<file path="config.mk">
export PLATFORM = sky130hd
export DESIGN_NAME = seg_scan_capture
export DESIGN_NICKNAME = d
export VERILOG_FILES = /design/src/rtl/seg_scan_pkg.sv /design/src/rtl/seg_scan_capture_dwell.sv /design/src/rtl/seg_scan_capture.sv
export SDC_FILE = /design/constraint.sdc
export NUM_CORES = 1
export LEC_CHECK = 0
export CORE_MARGIN = 4
export CORE_UTILIZATION = 62
export CTS_BUF_LIST = sky130_fd_sc_hd__clkbuf_16
export CTS_CLUSTER_DIAMETER = 80
export DETAILED_ROUTE_END_ITERATION = 8
export HOLD_SLACK_MARGIN = 0.1
export PLACE_DENSITY = 0.86
export SLEW_MARGIN = 10
export SYNTH_ARGS = -nofsm -noshare
export SYNTH_HDL_FRONTEND = slang
export SYNTH_SLANG_ARGS = --single-unit
export TNS_END_PERCENT = 1
</file>
<file path="constraint.sdc">
create_clock -name clk -period 6.6 [get_ports clk]
set_clock_uncertainty 0.2 [all_clocks]
set_input_delay 1.32 -clock clk [delete_from_list [all_inputs] [get_ports clk]]
set_output_delay 1.32 -clock clk [all_outputs]
set_load 0.01 [all_outputs]
</file>
<file path="src/rtl/seg_scan_pkg.sv">
// Shared constants and the active-low seven-segment glyph decoder.
// Pure combinational helpers; no state, no handshake.
package seg_scan_pkg;
    localparam int SEG_W = 7;
    localparam logic [SEG_W-1:0] BLANK = 7'h7F;

    // Active-low {g..a} glyphs for hex digits 0..F.
    localparam logic [SEG_W-1:0] GLYPH [16] = '{
        7'h40, 7'h79, 7'h24, 7'h30, 7'h19, 7'h12, 7'h02, 7'h78,
        7'h00, 7'h10, 7'h08, 7'h03, 7'h46, 7'h21, 7'h06, 7'h0E
    };

    function automatic logic [4:0] seg_to_hex(input logic [SEG_W-1:0] pattern);
        seg_to_hex = 5'h00;
        for (int i = 0; i < 16; i++) begin
            if (pattern == GLYPH[i]) seg_to_hex = {1'b1, 4'(i)};
        end
    endfunction
endpackage

</file>
<file path="src/rtl/seg_scan_capture_dwell.sv">
// seg_dwell_detect: qualifies anode strobes and pulses cap when a digit has held still STABLE cycles.
// cap is combinational from registered history plus current inputs; no backpressure.
module seg_dwell_detect
    import seg_scan_pkg::*;
#(
    parameter int N      = 7,
    parameter int DIGITS = 4,
    parameter int STABLE = 4,
    parameter int IW     = (DIGITS > 1) ? $clog2(DIGITS) : 1
) (
    input  logic              clk,
    input  logic              rst,
    input  logic [DIGITS-1:0] an,
    input  logic [N-1:0]      sseg,
    output logic              cap,
    output logic [IW-1:0]     idx
);
    localparam int CW = $clog2(STABLE + 1);

    logic [DIGITS-1:0] prev_an;
    logic [N-1:0]      prev_sseg;
    logic [CW-1:0]     cnt;
    logic              legal;
    logic              same;

    always_comb begin
        legal = ($countones(~an) == 1);
        idx   = '0;
        for (int i = 0; i < DIGITS; i++) begin
            if (!an[i]) idx = IW'(i);
        end
        same = (an == prev_an) && (sseg == prev_sseg);
        // Reaching STABLE exactly once per dwell: the saturated count never re-fires.
        cap  = legal && same && (cnt == CW'(STABLE - 1));
    end

    always_ff @(posedge clk or posedge rst) begin
        if (rst) begin
            prev_an   <= '1;
            prev_sseg <= '1;
            cnt       <= '0;
        end else begin
            prev_an   <= an;
            prev_sseg <= sseg;
            if (!legal)
                cnt <= '0;
            else if (!same)
                cnt <= CW'(1);
            else if (cnt != CW'(STABLE))
                cnt <= cnt + CW'(1);
        end
    end
endmodule

</file>
<file path="src/rtl/seg_scan_capture.sv">
// Reassembles scanned seven-segment digits into decoded frames; publishes on the completing capture edge.
// Frames held until accepted; a frame completing while one is held and not accepted is dropped, setting overrun.
module seg_scan_capture
    import seg_scan_pkg::*;
#(
    parameter int N      = 7,
    parameter int DIGITS = 4,
    parameter int STABLE = 4
) (
    input  logic                  clk,
    input  logic                  rst,
    input  logic [DIGITS-1:0]     an,
    input  logic [N-1:0]          sseg,
    input  logic                  frame_ready,
    input  logic                  clr_ovr,
    output logic                  frame_valid,
    output logic [DIGITS*N-1:0]   frame_seg,
    output logic [DIGITS*4-1:0]   frame_hex,
    output logic [DIGITS-1:0]     frame_ok,
    output logic                  overrun
);
    localparam int IW = (DIGITS > 1) ? $clog2(DIGITS) : 1;

    logic              cap;
    logic [IW-1:0]     idx;
    logic [N-1:0]      slot [DIGITS];
    logic [N-1:0]      cur  [DIGITS];
    logic [DIGITS-1:0] seen, seen_nxt;
    logic              complete, publish, drop;
    logic [DIGITS*N-1:0] seg_nxt;
    logic [DIGITS*4-1:0] hex_nxt;
    logic [DIGITS-1:0]   ok_nxt;
    logic [4:0]          dec;

    seg_dwell_detect #(.N(N), .DIGITS(DIGITS), .STABLE(STABLE), .IW(IW)) u_dwell (
        .clk  (clk),
        .rst  (rst),
        .an   (an),
        .sseg (sseg),
        .cap  (cap),
        .idx  (idx)
    );

    // The completed frame includes the slot being written this very cycle.
    always_comb begin
        seen_nxt = seen;
        if (cap) seen_nxt[idx] = 1'b1;
        complete = cap && (&seen_nxt);
        publish  = complete && (!frame_valid || frame_ready);
        drop     = complete && !publish;
        seg_nxt  = '0;
        hex_nxt  = '0;
        ok_nxt   = '0;
        dec      = '0;
        for (int i = 0; i < DIGITS; i++) begin
            cur[i] = (cap && idx == IW'(i)) ? sseg : slot[i];
            dec    = seg_to_hex(cur[i]);
            seg_nxt[i*N +: N] = cur[i];
            hex_nxt[i*4 +: 4] = dec[3:0];
            ok_nxt[i]         = dec[4];
        end
    end

    always_ff @(posedge clk or posedge rst) begin
        if (rst) begin
            for (int i = 0; i < DIGITS; i++) slot[i] <= BLANK;
            seen        <= '0;
            frame_valid <= 1'b0;
            frame_seg   <= '1;
            frame_hex   <= '0;
            frame_ok    <= '0;
            overrun     <= 1'b0;
        end else begin
            if (cap) begin
                slot[idx] <= sseg;
                seen      <= complete ? '0 : seen_nxt;
            end
            if (publish) begin
                frame_valid <= 1'b1;
                frame_seg   <= seg_nxt;
                frame_hex   <= hex_nxt;
                frame_ok    <= ok_nxt;
            end else if (frame_valid && frame_ready) begin
                frame_valid <= 1'b0;
            end
            if (drop)
                overrun <= 1'b1;
            else if (clr_ovr)
                overrun <= 1'b0;
        end
    end
endmodule

</file>
==> flow_metrics.tcl, run 1 <==
set metrics [dict create \
    synth_async_sr_flop_share_pct 100 \
    fin_tns_setup_ps 0 \
    postCtsHoldBufs 0 \
    maxCapViolCount 0 \
    drc_errors 0 \
    gp_routability_congestion 0.960 \
    ioPinCount 65 \
    area_growth_pct 15.8 \
    max_freq_mhz 184 \
    post_synthesis_cell_count 688 \
    clk_root_buffer_cell "sky130_fd_sc_hd__clkbuf_16" \
    initial_antenna_violation_count 0 \
    power_after_layout_mw 1.24 \
    start_util_pct 63.2 \
    placeableCoreArea_sq_mm 0.00973 \
    clock-sinks 96 \
    placement_rows 36 \
    worstSetupStartpointType "primary input" \
    drive_above_1_share_pct 18.5 \
    p_per_area_mw_per_mm2 174 \
    final-max-slew-violation-count 0 \
    rsz0062_at_grt "false" \
    top_ff_cell_synth "sky130_fd_sc_hd__dfstp_2" \
    antenna_cells 0 \
    net_total_in_the_final_layout 745 \
    syn_area_sq_mm 0.00615 \
    timing.final.crit_share_pct 82.5 \
    vias_in_the_first_global_route 5473 \
    cts.clk_slew.worst_paths_ps 60 \
    wirelength_microns 17500 \
    post-route-min-period_ps 5440 \
    mappedNetlistNets 712 \
    worst_skew_pair.late_latency_ps 350 \
    grt_first_pass_wirelength_microns 28700 \
    drt_pass1_iterations 5 \
    relSlewSlack_pct 50.7 \
    track_usage_pct 31.5 \
    drt-wirelength-per-cell_microns 20.4 \
    crit_required_ps 6620 \
    avgSynthCellArea_sq_um 8.93 \
    tritoncts "yes" \
    die_height_microns 108 \
    worst-slew-pin-transition_ps 732 \
    path_max_fanout 39 \
    die_footprint_sq_mm 0.0116 \
    buffer_ports.inserted 64 \
    worst-endpoint-arrival_ps 5460 \
    routed-via-count 5550 \
    cts.htree.levels 3 \
    synthesis.yosys.warnings 0 \
    number_of_enable_flip_flop_cells_after_synthesis 0 \
    min-delay-path-class "flip-flop to flip-flop" \
    clk_path_buf_depth 2 \
    post_route_antenna_net_violation_count 0 \
    post_cts_resized 0 \
    cts_setup_buffers 0 \
    grt_remaining_overflow 0 \
    synth-seq-cells 96 \
    ys_seq_area_share_pct 40.5 \
    numCtsBuffers 9 \
    status "finished, final reports clean" \
    cellLeakagePower_nw 2.84 \
    detailedRoute.firstIterationViolations 583 \
    criticalPathCategory "primary input to flip-flop" \
    critPathCaptureType "flip-flop" \
    ir_worst_vdd_v 0.0000979 \
    yosysUniqueCellTypes 70 \
    die_x_microns 108 \
    dp.final_hpwl_microns 12400 \
    via_density 6.47 \
    grt_start_max_net_pins 56 \
    final-setup-viol-count 0 \
    hold_viol 0 \
]
-- stage by stage --
step	hold slack (ps)	instances	area, sq um	setup slack [ps]	util [%]
final	258	858	7120	1160	73.1
after global routing	290	858	7120	906	73.1
after CTS	260	858	7120	1220	73.1
after detailed placement	251	843	6810	863	70.0
after global placement	246	843	6810	1050	70.0
after floorplan	265	688	6150	2010	-
-- path summary, 6_finish.rpt --
check | start | endpoint | slack (ps) | cells after the start
worst max-delay path | an[3] | frame_ok[1] | 1160 | 14
worst min-delay path | frame_seg[24] | frame_seg[24] | 260 | 2
worst max register to register | u_dwell.prev_sseg[2] | frame_ok[1] | 3020 | 9
worst min register to register | frame_seg[24] | frame_seg[24] | 260 | 2
max in group asynchronous | rst | frame_hex[3] | 3880 | 3
min in group asynchronous | rst | frame_ok[1] | 1190 | 2
-- worst max-delay path, cell delays in order --
cell and delay (ps):
sky130_fd_sc_hd__clkdlybuf4s50_1 660, sky130_fd_sc_hd__inv_1 160, sky130_fd_sc_hd__ha_1 320, sky130_fd_sc_hd__ha_1 220
sky130_fd_sc_hd__fa_1 500, sky130_fd_sc_hd__nor4bb_1 310, sky130_fd_sc_hd__buf_4 220, sky130_fd_sc_hd__o221a_2 250
sky130_fd_sc_hd__o211ai_1 290, sky130_fd_sc_hd__nor2b_2 190, sky130_fd_sc_hd__buf_4 400, sky130_fd_sc_hd__o211ai_1 180
sky130_fd_sc_hd__nor4_1 320, sky130_fd_sc_hd__a31oi_1 120
-- layer usage --
metal  up-vias  global-route usage, %  routed length [microns]
met4         0                   13.5                      493
met5         -                      0                        0
met1      2675                   43.7                     7280
met3        44                   4.86                     1460
met2       290                   49.2                     8250
li1       2541                      -                        -
-- power breakdown --
group / total, mW / internal, mW / switching, mW / leakage (nW)
logic: 0.0931 / 0.0316 / 0.0615 / 1.59
clock network: 0.543 / 0.326 / 0.217 / 0.152
registers: 0.601 / 0.598 / 0.00369 / 1.10
total: 1.24 / 0.955 / 0.282 / 2.84
-- registers in the layout (all words and copies together), names as in the netlist --
register           count
frame_hex             16
u_dwell.prev_sseg      7
slot                  28
frame_seg             28
seen                   4
u_dwell.prev_an        4
frame_ok               4
frame_valid            1
u_dwell.cnt            3
overrun                1
-- synth_stat cells (4+ instances only) --
library cell	number	area (sq um)
sky130_fd_sc_hd__a41oi_1	4	35.0
sky130_fd_sc_hd__clkbuf_1	37	139
sky130_fd_sc_hd__nand4b_1	5	43.8
sky130_fd_sc_hd__nor4_1	10	62.6
sky130_fd_sc_hd__ha_1	8	100
sky130_fd_sc_hd__xnor2_2	5	81.3
sky130_fd_sc_hd__a21oi_1	28	140
sky130_fd_sc_hd__xor2_1	5	43.8
sky130_fd_sc_hd__nand2b_1	12	75.1
sky130_fd_sc_hd__a211oi_1	4	30.0
sky130_fd_sc_hd__or2_2	4	25.0
sky130_fd_sc_hd__nand4_1	15	93.8
sky130_fd_sc_hd__dfrtp_1	29	726
sky130_fd_sc_hd__xnor2_1	9	78.8
sky130_fd_sc_hd__dfstp_2	67	1760
sky130_fd_sc_hd__or4_1	4	30.0
sky130_fd_sc_hd__o31ai_1	6	45.0
sky130_fd_sc_hd__buf_4	6	45.0
sky130_fd_sc_hd__o21ai_1	4	20.0
sky130_fd_sc_hd__o21ai_0	39	195
sky130_fd_sc_hd__buf_6	4	45.0
sky130_fd_sc_hd__nor4b_1	4	35.0
sky130_fd_sc_hd__and3_1	7	43.8
sky130_fd_sc_hd__mux2_2	12	135
sky130_fd_sc_hd__buf_2	7	35.0
sky130_fd_sc_hd__nor2b_1	9	56.3
sky130_fd_sc_hd__a31oi_1	16	100
sky130_fd_sc_hd__nor2_1	52	195
sky130_fd_sc_hd__nand2_1	78	293
sky130_fd_sc_hd__inv_1	30	113
sky130_fd_sc_hd__mux2i_1	23	230
sky130_fd_sc_hd__o211ai_1	11	82.6
sky130_fd_sc_hd__o2111ai_1	4	35.0
sky130_fd_sc_hd__nor3_1	28	140
sky130_fd_sc_hd__nand3_1	34	170
sky130_fd_sc_hd__or3_1	7	43.8
sky130_fd_sc_hd__o21a_1	7	52.6
-- cell type report --
| class | instances | area (sq um) |
|---|---|---|
| multi-input combinational | 505 | 3290 |
| fill | 746 | 2610 |
| sequential | 96 | 2490 |
| timing repair buffer | 79 | 753 |
| clock buffer | 9 | 225 |
| tap | 133 | 166 |
| inverter | 30 | 114 |
| clock inverter | 6 | 78.8 |
-- layout by cell type, fill, tap and decap left out, drive strengths merged, types with 4 or more instances in the layout --
master,n
or3,7
o2111ai,4
nand3,36
nand4,17
nand2b,12
dfrtp,29
nor4b,4
or2,4
a41oi,4
nand4b,5
o21a,7
nor3,29
nand2,78
o21ai,43
or4,4
buf,15
a211oi,5
mux2,14
and3,7
xnor2,15
o211ai,11
ha,8
nor4,13
nor2b,9
o31ai,6
nor2,52
mux2i,23
dfstp,67
clkbuf,9
xor2,5
clkdlybuf4s50,64
a21oi,28
inv,31
a31oi,16
-- logic make-up (layout without fill, tap and decap cells) --
family | Yosys count | count (layout) | share of synthesized area (%)
and+or+nand+nor | 292 | 292 | 25.5
AOI/OAI and AO/OA | 145 | 145 | 15.3
DFF | 96 | 96 | 40.5
buffers and inverters | 87 | 124 | 6.31
muxes | 37 | 37 | 6.37
xor gates and xnor gates | 20 | 20 | 3.77
adders and majority gates | 11 | 11 | 2.28
Power figures use the tool's default switching activity.
==> run 2: changes to the inputs <==
--- a/config.mk
+++ b/config.mk
@@ -6,12 +6,12 @@
 export NUM_CORES = 1
 export LEC_CHECK = 0
 export CORE_MARGIN = 4
-export CORE_UTILIZATION = 62
+export CORE_UTILIZATION = 52
 export CTS_BUF_LIST = sky130_fd_sc_hd__clkbuf_16
 export CTS_CLUSTER_DIAMETER = 80
 export DETAILED_ROUTE_END_ITERATION = 8
 export HOLD_SLACK_MARGIN = 0.1
-export PLACE_DENSITY = 0.86
+export PLACE_DENSITY = 0.77
 export SLEW_MARGIN = 10
 export SYNTH_ARGS = -nofsm -noshare
 export SYNTH_HDL_FRONTEND = slang
==> constraint.sdc (replaced) <==
create_clock -name clk -period 4.6 [get_ports clk]
set_clock_uncertainty 0.2 [all_clocks]
set_input_delay 0.92 -clock clk [delete_from_list [all_inputs] [get_ports clk]]
set_output_delay 0.92 -clock clk [all_outputs]
set_load 0.01 [all_outputs]
==> run 2 against run 1 <==
  * Sequential power grew 44%
  * Sequential cell count is the same
  * Via count rose by 4.1%
  * Critical path type unchanged
  * Largest power group unchanged
==> flow_metrics.tcl, run 2 (same netlist as run 1, synthesis figures left out) <==
set metrics [dict create \
    grt_first_pass_wirelength_microns 29900 \
    criticalPathCategory "primary input to flip-flop" \
    critPathCaptureType "flip-flop" \
    post-route-min-period_ps 4350 \
    mostFrequentLayoutCell "sky130_fd_sc_hd__buf_4" \
    placement_rows 39 \
    detail_route.wirelength.met1_microns 7780 \
    via_density 6.13 \
    status "finished, final reports clean" \
    clock-sinks 96 \
    tritoncts "yes" \
    track_usage_pct 28.2 \
    hold_viol 0 \
    initial_antenna_violation_count 0 \
    top_layer_used "met4" \
    routed-via-count 5776 \
    wirelength_microns 18300 \
    postLayoutCellArea_sq_mm 0.00777 \
    slowest_stage "sky130_fd_sc_hd__clkdlybuf4s50_1" \
    worst-slew-pin-transition_ps 783 \
    route.met2.wl_microns 8490 \
    area_growth_pct 26.5 \
    fillCellCount 946 \
    max_freq_mhz 230 \
    grt_remaining_overflow 0 \
    worst_path_largest_cell_delay_ps 490 \
    drt_pass1_iterations 6 \
    gp_routability_congestion 0.960 \
    start_util_pct 53.4 \
    multi_input_comb_area_sq_mm 0.00332 \
    min-delay-path-class "flip-flop to flip-flop" \
    crit_required_ps 4630 \
    clk_path_buf_depth 2 \
    ioPinCount 65 \
    final-setup-viol-count 0 \
    clk_root_buffer_cell "sky130_fd_sc_hd__clkbuf_16" \
    net_total_in_the_final_layout 819 \
    antenna_cells 0 \
    post_route_antenna_net_violation_count 0 \
    cts.htree.levels 3 \
    detailedRoute.firstIterationViolations 525 \
    die_x_microns 117 \
    postCtsHoldBufs 0 \
    worstPathCellList "clkdlybuf4s50_1 > inv_1 > ha_1 > ha_1 > fa_1 > nor4bb_2 > buf_4 > o211ai_1 > nor4_4 > buf_4 > mux2i_2 > and2_4 > nand2_1 > nor4_2 > a31oi_1" \
    worst-endpoint-arrival_ps 4380 \
    maxCapViolCount 0 \
    met3RoutedLength_microns 1380 \
    combined_flip_flop_and_latch_cell_area_sq_mm 0.00249 \
    biggestRegsByFlops "frame_seg: 28 flops, slot: 28 flops, frame_hex: 16 flops" \
    dpl_cell_area_sq_mm 0.00740 \
    path_max_fanout 4 \
    ir_worst_vdd_v 0.000242 \
    vias_in_the_first_global_route 5693 \
    die_footprint_sq_mm 0.0136 \
    grt_start_max_net_pins 57 \
    final_cell_mix "sky130_fd_sc_hd__buf_4 (85), sky130_fd_sc_hd__nand2_1 (78), sky130_fd_sc_hd__dfstp_2 (67)" \
    worstSetupStartpointType "primary input" \
    cts.clk_slew.worst_paths_ps 70 \
    final-max-slew-violation-count 0 \
    timing.final.crit_share_pct 94.5 \
    worst_skew_pair.late_latency_ps 350 \
    numCtsBuffers 9 \
    drc_errors 0 \
    setup_ws_ps 252 \
    dp.final_hpwl_microns 13400 \
    relSlewSlack_pct 47.2 \
    cellLeakagePower_nw 3.22 \
    drive_above_1_share_pct 27.1 \
    buffer_ports.inserted 64 \
    drt-wirelength-per-cell_microns 19.4 \
    placeableCoreArea_sq_mm 0.0115 \
    dp_worst_setup_slack_ps -192 \
    die_height_microns 117 \
    p_per_area_mw_per_mm2 233 \
]
[run 2: cell count changes in the layout (fill, tap and decap cells not counted), moves of 2 or more]
cell	previous run	this run
sky130_fd_sc_hd__mux2i_1	23	19
sky130_fd_sc_hd__buf_4	15	85
sky130_fd_sc_hd__mux2i_2	0	4
sky130_fd_sc_hd__buf_12	0	4
sky130_fd_sc_hd__clkinv_2	1	3
[run 2: power by group]
part / total, mW / internal, mW / switching, mW
Combinational: 0.141 / 0.0521 / 0.0889
Clock: 0.805 / 0.473 / 0.332
Sequential: 0.863 / 0.857 / 0.00552
Total: 1.81 / 1.38 / 0.427
[run 2: final timing paths]
kind / end / slack, ps / cells after the start / from
setup / recovery: frame_ok[1] / 250 / 15 / an[3]
hold / removal: frame_seg[23] / 260 / 2 / frame_seg[23]
setup reg to reg: frame_ok[2] / 1610 / 14 / u_dwell.cnt[0]
hold reg to reg: frame_seg[23] / 260 / 2 / frame_seg[23]
max in group asynchronous: frame_seg[26] / 2640 / 3 / rst
min in group asynchronous: frame_hex[4] / 790 / 2 / rst
[run 2: what timing repair did]
action                                  4_1_cts  5_1_grt
endpoints found under the hold margin         0        0
gates resized for setup                       0        8
setup buffers                                 0        2
endpoints found under the setup margin        0       14
[run 2: final cells by class]
class,instances,share of cell area (%)
Sequential cell,96,32.0
Clock buffer,9,2.90
Inverter,30,1.46
Timing Repair Buffer,153,17.5
Clock inverter,7,1.11
Multi-Input combinational cell,505,42.7
Tap cell,143,2.30
[run 2: critical path, delay by kind of cell]
kind            cells  cell delay [ps]
mux                 1              230
simple gates        5             1110
fa+ha+maj           3              940
buf+inv             4              920
compound gates      2              250
[run 2: stage by stage]
| stage | cells | total power [mW] | hold WS [ps] | utilization [%] | TNS [ps] |
|---|---|---|---|---|---|
| floorplan | 688 | 0.960 | 265 | - | 0 |
| finish | 943 | 1.81 | 260 | 67.5 | 0 |
| CTS | 941 | 1.82 | 263 | 67.0 | 0 |
| detailed placement | 925 | 1.02 | 251 | 64.3 | -2330 |
| global placement | 925 | 1.01 | 246 | 64.3 | -324 |
| global route | 943 | 1.87 | 288 | 67.5 | -21.6 |
[run 2: layer usage]
metal | track usage [%] | vias to the layer above
met2 | 44.4 | 272
li1 | - | 2694
met1 | 37.8 | 2760
met4 | 12.7 | 0
met5 | 0 | -
met3 | 5.34 | 50
==> run 3: changes to the inputs <==
--- a/config.mk
+++ b/config.mk
@@ -10,6 +10,7 @@
 export CTS_BUF_LIST = sky130_fd_sc_hd__clkbuf_16
 export CTS_CLUSTER_DIAMETER = 80
 export DETAILED_ROUTE_END_ITERATION = 8
+export GPL_TIMING_DRIVEN = 0
 export HOLD_SLACK_MARGIN = 0.1
 export PLACE_DENSITY = 0.77
 export SLEW_MARGIN = 10
==> run 3 against run 2 <==
  * Sequential share of layout area rose by 1.1 points
  * Via count is 0.29% higher
  * Non-clock buffer count shrank 19
  * Largest power group unchanged
==> flow_metrics.tcl, run 3 (same netlist as run 1, synthesis figures left out) <==
set metrics [dict create \
    setup_ws_ps 157 \
    ioPinCount 65 \
    via_density 6.27 \
    area_growth_pct 22.2 \
    die_x_microns 117 \
    drc_errors 0 \
    post-route-min-period_ps 4440 \
    worst-slew-pin-transition_ps 849 \
    hold_viol 0 \
    drt-wirelength-per-cell_microns 21.0 \
    die_height_microns 117 \
    crit_required_ps 4630 \
    power.share.combinational_pct 7.6 \
    ir_worst_vdd_v 0.000203 \
    clock_power_share_pct 45.0 \
    final-max-slew-violation-count 0 \
    antenna_cells 0 \
    mostFrequentLayoutCell "sky130_fd_sc_hd__nand2_1" \
    drive_above_1_share_pct 20.9 \
    cts.htree.levels 3 \
    rsz0062_at_grt "false" \
    internal-power_mw 1.38 \
    cellLeakagePower_nw 2.99 \
    track_usage_pct 29.5 \
    dp.final_hpwl_microns 14200 \
    biggestRegsByFlops "frame_seg: 28 flops, slot: 28 flops, frame_hex: 16 flops" \
    min-delay-path-class "flip-flop to flip-flop" \
    wirelength_microns 19400 \
    gp_routability_congestion 0.963 \
    grt_start_max_net_pins 62 \
    power.switching_uw 438 \
    clk_root_buffer_cell "sky130_fd_sc_hd__clkbuf_16" \
    grt_first_pass_wirelength_microns 30900 \
    worst-endpoint-arrival_ps 4470 \
    buffer_ports.inserted 64 \
    max_freq_mhz 225 \
    final-setup-viol-count 0 \
    vias_in_the_first_global_route 5696 \
    tritoncts "yes" \
    maxCapViolCount 0 \
    die_footprint_sq_mm 0.0136 \
    worstSetupStartpointType "primary input" \
    final_cell_mix "sky130_fd_sc_hd__nand2_1 (78), sky130_fd_sc_hd__dfstp_2 (67), sky130_fd_sc_hd__clkdlybuf4s50_1 (60)" \
    grt_remaining_overflow 0 \
    postCtsHoldBufs 0 \
    numCtsBuffers 9 \
    p_per_area_mw_per_mm2 242 \
    criticalPathCategory "primary input to flip-flop" \
    power_switching_share_pct 24.1 \
    path_max_fanout 10 \
    worst_skew_pair.late_latency_ps 360 \
    clk_path_buf_depth 2 \
    relSlewSlack_pct 43.4 \
    placement_rows 39 \
    critPathCaptureType "flip-flop" \
    detailedRoute.firstIterationViolations 528 \
    status "finished, final reports clean" \
    placeableCoreArea_sq_mm 0.0115 \
    drt_pass1_iterations 6 \
    post_route_antenna_net_violation_count 0 \
    cts.clk_slew.worst_paths_ps 70 \
    net_total_in_the_final_layout 800 \
    start_util_pct 53.4 \
    post-route-util_pct 65.2 \
    initial_antenna_violation_count 0 \
    dp_worst_setup_slack_ps -969 \
    clock-sinks 96 \
    seq_power_share_pct 47.4 \
    timing.final.crit_share_pct 96.6 \
    routed-via-count 5793 \
]
[run 3: cell types whose count changed in the layout (fill, tap and decap cells not counted), sizes merged]
cell           change
buf               -56
clkinv             -2
clkdlybuf4s50      -3
clkdlybuf4s15      +2
clkbuf            +37
inv                -1
clkinvlp           +3
dlygate4sd2        +1
[run 3: layout make-up]
type                       count  area (sq um)
timing repair buffer          77           763
fill                         982          4000
inverter                      30           115
multi-input combinational    505          3360
clock buffer                   9           225
sequential                    96          2490
buffer                        57           283
clock inverter                 7          96.3
tap                          143           179
[run 3: critical path: stages]
cell and delay, ps:
sky130_fd_sc_hd__clkdlybuf4s15_1 330, sky130_fd_sc_hd__inv_1 140, sky130_fd_sc_hd__ha_1 300, sky130_fd_sc_hd__ha_1 200, sky130_fd_sc_hd__fa_1 510, sky130_fd_sc_hd__nor4bb_1 330, sky130_fd_sc_hd__buf_4 200, sky130_fd_sc_hd__o211ai_1 180
sky130_fd_sc_hd__or4_1 520, sky130_fd_sc_hd__buf_4 180, sky130_fd_sc_hd__buf_4 190, sky130_fd_sc_hd__mux2i_4 200, sky130_fd_sc_hd__a31oi_1 180, sky130_fd_sc_hd__a21oi_1 90
[run 3: final timing paths]
path	from	cells after the start	slack, ps	end
worst min-delay path	frame_seg[18]	2	260	frame_seg[18]
worst max register to register	u_dwell.cnt[0]	11	1500	frame_hex[5]
worst min register to register	frame_seg[18]	2	260	frame_seg[18]
worst max-delay path	an[3]	14	160	frame_hex[5]
max in group asynchronous	rst	3	2760	frame_seg[25]
min in group asynchronous	rst	2	730	frame_ok[1]
[run 3: power groups by stage]
| stage | logic, mW | clock network [mW] | registers (mW) |
|---|---|---|---|
| after detailed placement | 0.137 | 0 | 0.876 |
| after CTS | 0.137 | 0.829 | 0.862 |
| after floorplan | 0.0847 | 0 | 0.875 |
| after global placement | 0.129 | 0 | 0.875 |
| final | 0.138 | 0.818 | 0.863 |
| after global routing | 0.149 | 0.860 | 0.863 |
[run 3: per-stage QoR]
step	setup TNS (ps)	instance area (sq um)	total power, mW	hold slack, ps	instances
after floorplan	0	6150	0.960	265	688
after global placement	-34730	6970	1.00	246	895
after detailed placement	-29700	7000	1.01	248	896
after CTS	-0.163	7420	1.83	263	922
after global routing	0	7510	1.87	288	924
final	0	7510	1.82	260	924
[run 3: what timing repair did]
item | in CTS | in global routing
gates resized for setup | 10 | 20
pin swaps | 4 | 6
setup buffers | 10 | 2
endpoints found under the setup margin | 44 | 11
[run 3: routing by layer]
metal	vias up	track usage [%]	routed length, microns
met5	-	0	0
met2	313	47.4	9110
met4	0	10.1	452
li1	2641	-	-
met3	40	4.61	1500
met1	2799	40.8	8300
==> RTL change, RTL diff (config.mk and constraints of run 3) <==
Make the reset (`rst`) synchronous in 2 clocked blocks.
--- a/src/rtl/seg_scan_capture_dwell.sv
+++ b/src/rtl/seg_scan_capture_dwell.sv
@@ -34,7 +34,7 @@
         cap  = legal && same && (cnt == CW'(STABLE - 1));
     end
 
-    always_ff @(posedge clk or posedge rst) begin
+    always_ff @(posedge clk) begin
         if (rst) begin
             prev_an   <= '1;
             prev_sseg <= '1;
--- a/src/rtl/seg_scan_capture.sv
+++ b/src/rtl/seg_scan_capture.sv
@@ -61,7 +61,7 @@
         end
     end
 
-    always_ff @(posedge clk or posedge rst) begin
+    always_ff @(posedge clk) begin
         if (rst) begin
             for (int i = 0; i < DIGITS; i++) slot[i] <= BLANK;
             seen        <= '0;
Check against the original RTL: no difference found for any inputs over 10 cycles, from zero or initial values and one cycle with rst high; that may be too few to reach the edited logic, so the function may still have changed.
==> RTL change against run 3 <==
Clock power decreased by 6.6%. Area after synthesis is 0.45% lower. Highest routed layer unchanged. Fmax about the same. Die area down 0.42%. Wire length down 3.2%. Worst setup slack lost 0.72 ps. Critical endpoint is now frame_ok[1]$_SDFFE_PP0P_. Core utilization is 1.7 points lower. Sequential cell count unchanged. Design area fell by 3.0%. Combinational power increased by 15%. Total power down 0.76%.
==> RTL change: results (changes against run 3) <==
stage	metric	value	unit	change
pwr	Worst VDD drop	0.000197	V	was 0.000203 V
finish	layout cells sized above 1	13.1	%	was 20.9%
routing	WL/cell	20.4	um	was 21.0 um
synth	Synth cell types	79		was 70
critical_path	Reg2Reg Depth	10		was 11
finish	# fillers	955		was 982
timing	WHS	254	ps	was 260 ps
timing	Slew @ Worst Pin	786	ps	was 849 ps
timing	final worst slack	156	ps	was 157 ps
synth	Synth Area in Compound Gates	18.3	%	was 15.3%
critical_path	slack of the worst reg-to-reg path	1770	ps	was 1500 ps
synth	Adder-Cell Fraction of Synth Area	1.76	%	was 2.28%
global_routing	vias in the first global route	5516		was 5,696
critical_path	Arr. time, crit path	4490	ps	was 4470 ps
critical_path	Reg-to-Reg Start	u_dwell.cnt[0]$_SDFFE_PP0P_		was u_dwell.cnt[0]$_DFFE_PP0P_
run_status	outcome	finished, final reports clean		unchanged
global_routing	first-pass GRT wire length	29.7	mm	was 30.9 mm
clocking	H-tree depth	3		unchanged
synth	register area share after synthesis	36.0	%	was 40.5%
hold_path	hold path startpoint	frame_hex[1]$_SDFFE_PP0P_		was frame_seg[18]$_DFFE_PP1P_
synth	ys async rst share	0	%	was 100%
hold_path	WHS Endpoint	frame_hex[1]$_SDFFE_PP0P_		was frame_seg[18]$_DFFE_PP1P_
hold_path	Hold WC Path Type	reg2reg		unchanged
synth	most frequent cell after synthesis	dfxtp_1		was nand2_1
global_routing	initial antenna violation count	0		unchanged
synth	number of flops mapped to enable cells by yosys	28		was 0
placement	DP HPWL	13.7	mm	was 14.2 mm
clocking	clk_lat worst skew	370	ps	
global_routing	pin count of the biggest net entering global routing	20		was 62
synth	Post-Synth XOR/XNOR Area	3.03	%	was 3.77%
pwr	leakage	0.00279	uW	was 0.00299 uW
clocking	TritonCTS Buffers	9		unchanged
routing	first drt pass iteration count	5		was 6
finish	fin nets	794		was 800
placement	dpl ws	-637	ps	was -969 ps
placement	Port-buffer cells	62		was 64
synth	synth top area cells	dfxtp_1 22%, edfxtp_1 14%, mux2i_1 5.9%, a211o_1 4.3%, nor2_1 4.0%		was dfstp_2 29%, dfrtp_1 12%, nand2_1 4.8%, mux2i_1 3.7%, o21ai_0 3.2%
routing	DRT iter0 DRCs	712		was 528
synth	syn_nets	720		was 712
critical_path	reg2reg end	frame_ok[1]$_SDFFE_PP0P_		was frame_hex[5]$_DFFE_PP0P_
placement	Final GP Congestion	0.884		was 0.963
synth	commonest cells in the netlist	68 x dfxtp_1, 66 x nor2_1, 44 x clkbuf_1		was 78 x nand2_1, 67 x dfstp_2, 52 x nor2_1
global_routing	GRT Resource Usage Total	28.6	%	was 29.5%
routing	vias	5798		was 5,793
synth	post-synthesis mux area share	6.44	%	was 6.37%
critical_path	CP max FO	10		unchanged
==> RTL change: metal layers <==
layer  track usage, %  share of wire (%)  wire, um  vias up
met4             11.9                2.3       427        0
met3             6.68                8.7      1640       38
met5                0                  0         0        -
met2             45.5                 46      8700      273
li1                 -                  -         -     2701
met1             37.3                 43      7980     2786
==> RTL change: how the worst max path moves through the flow <==
stage / endpoint / depth (start not counted)
4_1_cts: frame_ok[1]$_SDFFE_PP0P_ / 15
6_report: frame_ok[1]$_SDFFE_PP0P_ / 14
5_1_grt: frame_ok[1]$_SDFFE_PP0P_ / 14
2_1_floorplan: frame_seg[10]$_SDFFE_PP1P_ / 13
3_5_place_dp: frame_hex[13]$_SDFFE_PP0P_ / 14
3_3_place_gp: frame_hex[13]$_SDFFE_PP0P_ / 14
==> RTL change: metrics by stage <==
step           std cells  TNS, ps  cell area (um2)  util (%)
3_5_place_dp         902   -24640             6920      60.3
4_1_cts              918        0             7240      63.1
3_3_place_gp         902   -17960             6920      60.3
5_1_grt              919        0             7290      63.5
2_1_floorplan        697        0             6120         -
6_report             919        0             7290      63.5
==> RTL change: power by group <==
part	switching [uW]	total (uW)	leakage [uW]	internal (uW)
registers	5.70	883	0.000765	877
clock network	380	764	0.000147	384
logic	104	159	0.00188	54.5
==> RTL change: repair_timing <==
item	4_1_cts	5_1_grt
cloned	0	0
endpoints found under the setup margin	16	52
setup buffers	0	2
gates resized for setup	6	8
pin swaps	0	2
==> RTL change: final cells by class <==
cell class,instances,area share [%]
repair buffers,64,8.76
inverters,20,1.03
flip-flops and latches,96,30.2
plain buffers,67,4.48
clock inverters,7,1.01
multi-input cells,513,48.9
well taps,143,2.46
clock buffers,9,3.09
==> RTL change: critical path: stages <==
cell	delay, ps
clkdlybuf4s50_1	500
buf_6	100
inv_1	80
ha_1	300
ha_1	220
fa_1	490
and4bb_1	300
buf_6	150
nor3b_4	240
nand4_1	200
a211o_1	410
clkbuf_4	240
a211oi_4	260
nor3_1	70
==> RTL change: cells by family (layout without fill, tap and decap cells) <==
| group | Yosys count | count (layout) |
|---|---|---|
| and+or+nand+nor | 294 | 294 |
| AOI/OAI and AO/OA | 153 | 153 |
| DFF | 96 | 96 |
| buffers and inverters | 88 | 167 |
| muxes | 39 | 39 |
| xor gates and xnor gates | 19 | 19 |
| adders and majority gates | 8 | 8 |
